[src/rtl/bus_rx_pkg.sv]
// Shared target-controller definitions: bus timing width and receive mode.
package bus_rx_pkg;

  localparam int unsigned TimingW = 20;
  localparam int unsigned RxCntW  = 4;

  typedef enum logic {
    RxBit  = 1'b0,
    RxByte = 1'b1
  } rx_mode_e;

  // Number of bits a request of the given mode transfers.
  function automatic logic [RxCntW-1:0] rx_bit_count(rx_mode_e mode);
    return (mode == RxByte) ? RxCntW'(8) : RxCntW'(1);
  endfunction

endpackage

[src/rtl/bus_timer.sv]
// Loadable 20-bit down-counter that saturates at zero; shared bus timing helper.
module bus_timer
  import bus_rx_pkg::*;
(
  input  logic               clk_i,
  input  logic               rst_ni,
  input  logic               load_i,
  input  logic [TimingW-1:0] load_val_i,
  output logic [TimingW-1:0] count_o
);

  logic [TimingW-1:0] count_q;

  always_ff @(posedge clk_i or negedge rst_ni) begin
    if (!rst_ni) begin
      count_q <= '0;
    end else if (load_i) begin
      count_q <= load_val_i;
    end else if (count_q != '0) begin
      count_q <= count_q - TimingW'(1);
    end
  end

  assign count_o = count_q;

endmodule

[src/rtl/bus_rx.sv]
// Target-mode I3C receiver: samples SDA a programmable delay after each SCL
// rising edge and flags any SDA change while SCL stays high (START/STOP).
module bus_rx
  import bus_rx_pkg::*;
(
  input  logic               clk_i,
  input  logic               rst_ni,
  input  logic [TimingW-1:0] t_sample_i,
  input  logic               rx_req_bit_i,
  input  logic               rx_req_byte_i,
  input  logic               sda_i,
  input  logic               scl_posedge_i,
  input  logic               scl_negedge_i,
  output logic               rx_idle_o,
  output logic               rx_done_o,
  output logic               rx_error_o,
  output logic [7:0]         rx_data_o
);

  typedef enum logic [1:0] {
    Idle         = 2'd0,
    AwaitPosedge = 2'd1,
    SampleDelay  = 2'd2,
    AwaitNegedge = 2'd3
  } state_e;

  state_e              state_q, state_d;
  logic [7:0]          data_q, data_d;
  logic [RxCntW-1:0]   cnt_q, cnt_d;
  logic                done_q, done_d;
  logic                err_q, err_d;
  logic                idle_q;
  logic                timer_load;
  logic [TimingW-1:0]  timer;
  rx_mode_e            mode;

  bus_timer u_timer (
    .clk_i      (clk_i),
    .rst_ni     (rst_ni),
    .load_i     (timer_load),
    .load_val_i (t_sample_i),
    .count_o    (timer)
  );

  // Next-state, shift register, bit counter and pulse generation.
  always_comb begin
    state_d    = state_q;
    data_d     = data_q;
    cnt_d      = cnt_q;
    done_d     = 1'b0;
    err_d      = 1'b0;
    timer_load = 1'b0;
    mode       = rx_req_byte_i ? RxByte : RxBit;

    unique case (state_q)
      Idle: begin
        if (rx_req_byte_i || rx_req_bit_i) begin
          data_d = '0;
          cnt_d  = rx_bit_count(mode);
          if (scl_posedge_i) begin
            // The accepting cycle doubles as this bit's SCL posedge.
            timer_load = 1'b1;
            if (t_sample_i == '0) begin
              data_d  = {data_d[6:0], sda_i};
              state_d = AwaitNegedge;
            end else begin
              state_d = SampleDelay;
            end
          end else begin
            state_d = AwaitPosedge;
          end
        end
      end

      AwaitPosedge: begin
        if (scl_posedge_i) begin
          timer_load = 1'b1;
          if (t_sample_i == '0) begin
            data_d  = {data_q[6:0], sda_i};
            state_d = AwaitNegedge;
          end else begin
            state_d = SampleDelay;
          end
        end
      end

      SampleDelay: begin
        // SCL falling before the sample point leaves no valid bit.
        if (scl_negedge_i) begin
          err_d   = 1'b1;
          state_d = Idle;
        end else if (timer == TimingW'(1)) begin
          data_d  = {data_q[6:0], sda_i};
          state_d = AwaitNegedge;
        end
      end

      AwaitNegedge: begin
        if (scl_negedge_i) begin
          cnt_d = cnt_q - RxCntW'(1);
          if (cnt_q == RxCntW'(1)) begin
            done_d  = 1'b1;
            state_d = Idle;
          end else begin
            state_d = AwaitPosedge;
          end
        end else if (sda_i != data_q[0]) begin
          err_d   = 1'b1;
          state_d = Idle;
        end
      end

      default: state_d = Idle;
    endcase
  end

  always_ff @(posedge clk_i or negedge rst_ni) begin
    if (!rst_ni) begin
      state_q <= Idle;
      data_q  <= '0;
      cnt_q   <= '0;
      done_q  <= 1'b0;
      err_q   <= 1'b0;
      idle_q  <= 1'b1;
    end else begin
      state_q <= state_d;
      data_q  <= data_d;
      cnt_q   <= cnt_d;
      done_q  <= done_d;
      err_q   <= err_d;
      idle_q  <= (state_d == Idle);
    end
  end

  assign rx_idle_o  = idle_q;
  assign rx_done_o  = done_q;
  assign rx_error_o = err_q;
  assign rx_data_o  = data_q;

endmodule

[config.mk]
export PLATFORM = sky130hd
export DESIGN_NAME = bus_rx
export DESIGN_NICKNAME = d
export VERILOG_FILES = /design/src/rtl/bus_rx_pkg.sv /design/src/rtl/bus_timer.sv /design/src/rtl/bus_rx.sv
export SDC_FILE = /design/constraint.sdc
export NUM_CORES = 1
export LEC_CHECK = 0
export CAP_MARGIN = 15
export CELL_PAD_IN_SITES_DETAIL_PLACEMENT = 0
export CELL_PAD_IN_SITES_GLOBAL_PLACEMENT = 1
export CORE_UTILIZATION = 40
export CTS_CLUSTER_DIAMETER = 60
export DETAILED_ROUTE_END_ITERATION = 8
export PLACE_DENSITY = 0.85
export REMOVE_ABC_BUFFERS = 1
export SLEW_MARGIN = 20
export SYNTH_ARGS = -nofsm -noshare
export SYNTH_HDL_FRONTEND = slang
export SYNTH_SLANG_ARGS = --single-unit
[constraint.sdc]
create_clock -name clk_i -period 2.4 [get_ports clk_i]
set_input_delay 0.48 -clock clk_i [delete_from_list [all_inputs] [get_ports clk_i]]
set_output_delay 0.48 -clock clk_i [all_outputs]
set_load 0.03 [all_outputs]
==> implementation parameters <==
Parameter                              Value

Run status
  Run status    finished clean

Finish
  Filler cells    521
  Multi-input logic area    1250 µm²
  Fraction of final layout cells sized beyond drive strength 1    0.112
  FF/Latch Area    927 µm²
  Antenna Diode Count    0
  Final net count    347
  Synthesis-to-finish area growth    27.5%
  Most used cells in the layout excluding fill and tap cells    dfrtp_1, clkdlybuf4s50_1, nand2_1

Setup path
  Required arrival time at the worst endpoint    ~2600 ps
  Arrival @ worst endpoint    approximately 2400 ps
  Depth of the worst register-to-register path    7
  Max stage delay cell, worst path    or4b_1
  Crit. path cell count    7
  Type of destination of the critical path    flip-flop
  Type of the worst setup path    reg -> reg
  Largest fanout on the critical path    4
  Slowest cell delay on critical path    ~530 ps
  Number of buffer and inverter instances along the worst setup path    1
  Cell family with most CP delay    simple AND/OR/NAND/NOR gates
  Critical Path Source Type    flip-flop
  Series of cell instances along the critical path    inv_1 -> ha_1 -> nor3b_2 -> nand2_2 -> or4b_1 -> or4_1 -> nand3_1

Placed design
  Setup slack after placement    -56.9 ps
  Half-perimeter wire length after detailed placement    roughly 4000 µm
  Port Buf Inserts    37
  Global placement routability congestion    0.812

CTS
  Count of H-tree levels built during CTS    2
  TritonCTS Buffers    5
  Clock slew at the register clock pins of the worst setup and hold paths    ~80 ps
  Clock latency reported for the late side of the worst-skew pair    300 ps
  TritonCTS clock tree    done
  Gates resized, CTS repair    0
  Root buf cell    clkbuf_8
  CTS max path bufs    2
  TritonCTS sink count    37
  Number of setup buffers added after CTS    0
  Hold buffers post-CTS    0

Floorplanning
  Core Footprint    5510 µm²
  Count of standard-cell rows    27
  Total Die Area    6040 µm²
  Initial core utilization    0.417
  Floorplan die height    77.7 µm
  Die X    slightly below 80 µm
  Top Ports    38

STA
  Period utilization    0.903
  Unrepaired setup endpoints after global routing    no
  Hold Worst Slack    272 ps
  Max_slew headroom    0.445
  Clock skew after layout    7.19 ps
  Smallest setup slack after layout    roughly 230 ps
  Slew at the pin closest to its max-slew limit    832 ps
  Hold Vio Cnt, Final    0
  Period minus WS final    2170 ps
  Max Slew Vio Count    0
  Maximum clock frequency    461 MHz
  Setup violators final    0

Drt
  Wire length per cell after detailed routing    13.9 µm
  WL final    roughly 5300 µm
  Routed vias    2070
  Number of detailed-route iterations in the first pass    4
  ANT nets after route    0
  Post-DR vias/cell    5.39
  Number of DRC violations after detailed-routing iteration 0    123
  DRC violation count after routing    0

Synth
  Post-synthesis sequential element count    37
  Post-synth design cell area    roughly 2300 µm²
  Mapped Avg Cell Area    8.83 µm²
  Yosys warnings    0
  Cell variety after synth    51
  EDFF count, synth    0
  Async set-reset flop share out of synthesis    1.00
  Number of standard cells after synthesis    between 200 and 300
  Prevailing post-synth register cell    dfrtp_1
  Register area share after synthesis    0.404

Run
  Max capacitance violation total    0

Power
  VDD IR max    just over 0.5 mV
  Internal power consumption    ~1800 µW
  Combinational share of power    0.488
  Static leakage    0.00120 µW
  Portion of total power attributed to the clock network    0.139
  Switching power of the nets    1370 µW
  Share of total power in sequential cells    0.372
  Net switching fraction of the power    0.430
  Power density over the cells    1090 nW/µm²
  Pwr Total    around 3200 µW

Global routing
  Overflow left after global routing    0
  Total Routing Usage GR    0.195
  Largest net degree at the start of global routing    38
  Initial antenna violation count    0
  Global-route wire length before repair    around 9100 µm
  Vias in the first global route    1989

Min path
  Path class of the lowest-slack min-delay path    in -> async
==> Yosys cell counts (all sizes together) (6+ instances only) <==
| master | number | area (µm²) |
|---|---|---|
| o31ai | 6 | 45.0 |
| a21oi | 12 | 60.1 |
| mux2i | 9 | 90.1 |
| nor3 | 8 | 40.0 |
| dfrtp | 36 | 901 |
| nor2 | 15 | 56.3 |
| o21ai | 15 | 75.1 |
| ha | 9 | 113 |
| xnor2 | 8 | 70.1 |
| nand3 | 14 | 70.1 |
| nor4 | 10 | 83.8 |
| nand2 | 33 | 126 |
| clkbuf | 8 | 30.0 |
| inv | 19 | 71.3 |
| or4 | 9 | 67.6 |
==> final timing paths <==
path,from,to,slack [ps]
worst max-delay path,u_timer.count_o[0],u_timer.count_o[12],230
worst min register to register,rx_data_o[7],rx_data_o[7],530
max in group asynchronous,rst_ni,u_timer.count_o[10],1610
worst min-delay path,rst_ni,cnt_q[3],270
min in group clk_i,rx_data_o[7],rx_data_o[7],530
worst max register to register,u_timer.count_o[0],u_timer.count_o[12],230
==> state kept, by name (all words and copies together), names as in the netlist <==
register,count
rx_done_o,1
rx_data_o,8
u_timer.count_o,20
rx_error_o,1
rx_idle_o,1
cnt_q,4
state_q,2
==> cell families after synthesis <==
kind of cell | count (synthesis) | share of synthesized area
buffers and inverters | 30 | 0.0513
xor gates and xnor gates | 8 | 0.0305
DFF | 37 | 0.404
AOI/OAI and AO/OA | 55 | 0.157
adders and majority gates | 9 | 0.0491
muxes | 10 | 0.0442
and+or+nand+nor | 111 | 0.264
==> final cells by class <==
class,instances,share of cell area
clock buffers,5,0.0235
well taps,72,0.0308
clock inverters,3,0.00599
multi-input cells,193,0.427
flip-flops and latches,37,0.317
repair buffers,55,0.171
inverters,19,0.0244
==> per-layer routing <==
| metal | track usage | routed length [µm] |
|---|---|---|
| met5 | 0 | 0 |
| met3 | 0.0376 | 179 |
| met1 | 0.251 | 2460 |
| met4 | 0.0868 | 119 |
| met2 | 0.314 | 2580 |
==> per-stage QoR <==
stage / cell area (µm²) / utilization / setup TNS (ps) / std cells
6_report: 2930 / 0.531 / 0 / 384
5_1_grt: 2930 / 0.531 / 0 / 384
4_1_cts: 2930 / 0.531 / 0 / 384
3_5_place_dp: 2840 / 0.516 / -357 / 376
3_3_place_gp: 2840 / 0.516 / -306 / 376
2_1_floorplan: 2250 / - / 0 / 249
==> worst reg2reg max path: stages (launching register included) <==
cell and delay, ps:
dfrtp_1 430, inv_1 140, ha_1 180, nor3b_2 230, nand2_2 110, or4b_1 530
or4_1 420, nand3_1 80
==> power groups by stage <==
| stage | sequential (µW) | combinational, µW | clock (µW) |
|---|---|---|---|
| 3_3_place_gp | 1190 | 1540 | 0 |
| 6_report | 1190 | 1560 | 445 |
| 2_1_floorplan | 1220 | 1000 | 0 |
| 5_1_grt | 1240 | 1740 | 484 |
| 4_1_cts | 1190 | 1580 | 454 |
| 3_5_place_dp | 1200 | 1570 | 0 |
Note: power is estimated with default switching activity, not from simulation.
==> RTL edit, RTL diff (same settings) <==
Reset style: synchronous (`rst_ni`), changed in 2 clocked blocks.
--- a/src/rtl/bus_timer.sv
+++ b/src/rtl/bus_timer.sv
@@ -11,7 +11,7 @@
 
   logic [TimingW-1:0] count_q;
 
-  always_ff @(posedge clk_i or negedge rst_ni) begin
+  always_ff @(posedge clk_i) begin
     if (!rst_ni) begin
       count_q <= '0;
     end else if (load_i) begin
--- a/src/rtl/bus_rx.sv
+++ b/src/rtl/bus_rx.sv
@@ -114,7 +114,7 @@
     endcase
   end
 
-  always_ff @(posedge clk_i or negedge rst_ni) begin
+  always_ff @(posedge clk_i) begin
     if (!rst_ni) begin
       state_q <= Idle;
       data_q  <= '0;
Formal check against the unedited RTL: differs if rst_ni is asserted again (counterexample within 4 cycles, from zero or initial values and one cycle with rst_ni low); with rst_ni held inactive, the same outputs for 10 cycles.
==> RTL edit against the original RTL <==
  * Routed wire length is 2.5% lower
  * Setup slack worse by 0.080 ns
  * Cell area is 5.3% lower
  * Clock skew is 0.0020 ns lower
  * Area after synthesis is 4.7% lower
  * First-iteration DRC count is 35% higher
  * Power is 19% lower
  * Sequential cell count stayed put
  * Critical path type is now input port to flop
  * Largest power group unchanged
==> RTL edit: results (changes against the original RTL) <==
- Status: finished clean
- GRT Util Overall: 19.7% (+0.28 points)
- # diodes: 0 (unchanged)
- Number of global-route vias before repair: 1931 (-2.9%)
- Layout cells sized above 1: 9.90% (-1.3 points)
- Leakage dissipation: 1.03 nW (-15%)
- Final Skew: 0.00517 ns (-0.00202 ns)
- Routed len/inst: 13.6 um (-2.2%)
- Cell Area, Placed: 0.00269 mm2 (-5.4%)
- Via count: 2056 (-0.68%)
- Nets@finish: 348 (+0.29%)
- Worst-margin pin slew: 0.497 ns (-0.335 ns)
- Fillers: 499 (-4.2%)
- Post-placement cell count: 375 (-0.27%)
- DP Worst Slack: -0.187 ns (-0.130 ns)
- Hold Path Class: flop to flop
- Post-synth top flop: dfxtp_1
- CTS resizes: 0 (unchanged)
- Max Root-Sink Buffers: 2 (unchanged)
- Largest net degree at the start of global routing: 34 (-11%)
- GP Congestion: 0.884 (+8.9%)
- Critical-path top delay cell: or4_1
- Largest vdd supply drop: 0.000310 V (-39%)
- Avg Inst Size Synth: 8.16 um2 (-7.6%)
- Clk root buf: clkbuf_8
- First-pass GRT wire length: 9100 um (-0.52%)
- Num CTS Buffers: 5 (unchanged)
- Final HPWL DP: 3790 um (-4.9%)
- Vias per cell: 5.37 (-0.42%)
- Post-synth top cells: 37 x dfxtp_1, 23 x nor2_1, 19 x nand2_1
- Seq/Total Area, Yosys: 33.9% (-6.5 points)
- Synth area leaders: dfxtp_1 34%, ha_1 5.2%, xnor2_1 4.0%, nor2_1 3.9%, mux2i_1 3.7%
- Asr flop ratio synth: 0% (-100 points)
- Number of DRC markers in iteration 0: 166 (+35%)
- Crit path max fanout: 8 (+4)
- Synth warnings: 0 (unchanged)
- Final Cell Area: 0.00277 mm2 (-5.3%)
[RTL edit: layout make-up]
class / count / share of cell area [%]
Clock buffer: 6 / 2.62
Clock inverter: 2 / 0.361
Inverter: 14 / 1.90
Multi-Input combinational cell: 204 / 48.3
Sequential cell: 37 / 26.8
Tap cell: 70 / 3.16
Timing Repair Buffer: 50 / 16.9
[RTL edit: per-layer routing]
layer  GRT usage, %  part of all wire, %  up-vias
met4           7.50                  1.7        0
met2           29.9                   44       48
met5              0                    0        -
li1               -                    -     1077
met3           3.49                  4.2        6
met1           27.8                   50      925
[RTL edit: worst paths after layout]
| check | start | to | slack (ns) | cells past startpoint |
|---|---|---|---|---|
| max reg2reg | u_timer.count_o[9] | rx_data_o[7] | 0.20 | 5 |
| min | rx_data_o[7] | rx_data_o[7] | 0.47 | 2 |
| max | t_sample_i[18] | rx_data_o[7] | 0.15 | 6 |
| min reg2reg | rx_data_o[7] | rx_data_o[7] | 0.47 | 2 |
[RTL edit: critical path: cells and delay by family]
kind / cells / cell delay (ns)
simple gates: 2 / 0.75
compound gates: 2 / 0.58
buf+inv: 1 / 0.42
mux: 1 / 0.18
[RTL edit: power by group]
group	switching, mW	internal (mW)	total (mW)
combinational	0.667	0.559	1.23
sequential	0.183	0.766	0.949
clock	0.218	0.201	0.419
[RTL edit: cells by family after synthesis]
| logic type | Yosys count | synth area share [%] |
|---|---|---|
| and+or+nand+nor | 105 | 26.6 |
| buffers and inverters | 27 | 5.09 |
| muxes | 9 | 4.18 |
| AOI/OAI and AO/OA | 66 | 19.1 |
| DFF | 37 | 33.9 |
| xor gates and xnor gates | 15 | 6.01 |
| adders and majority gates | 9 | 5.15 |
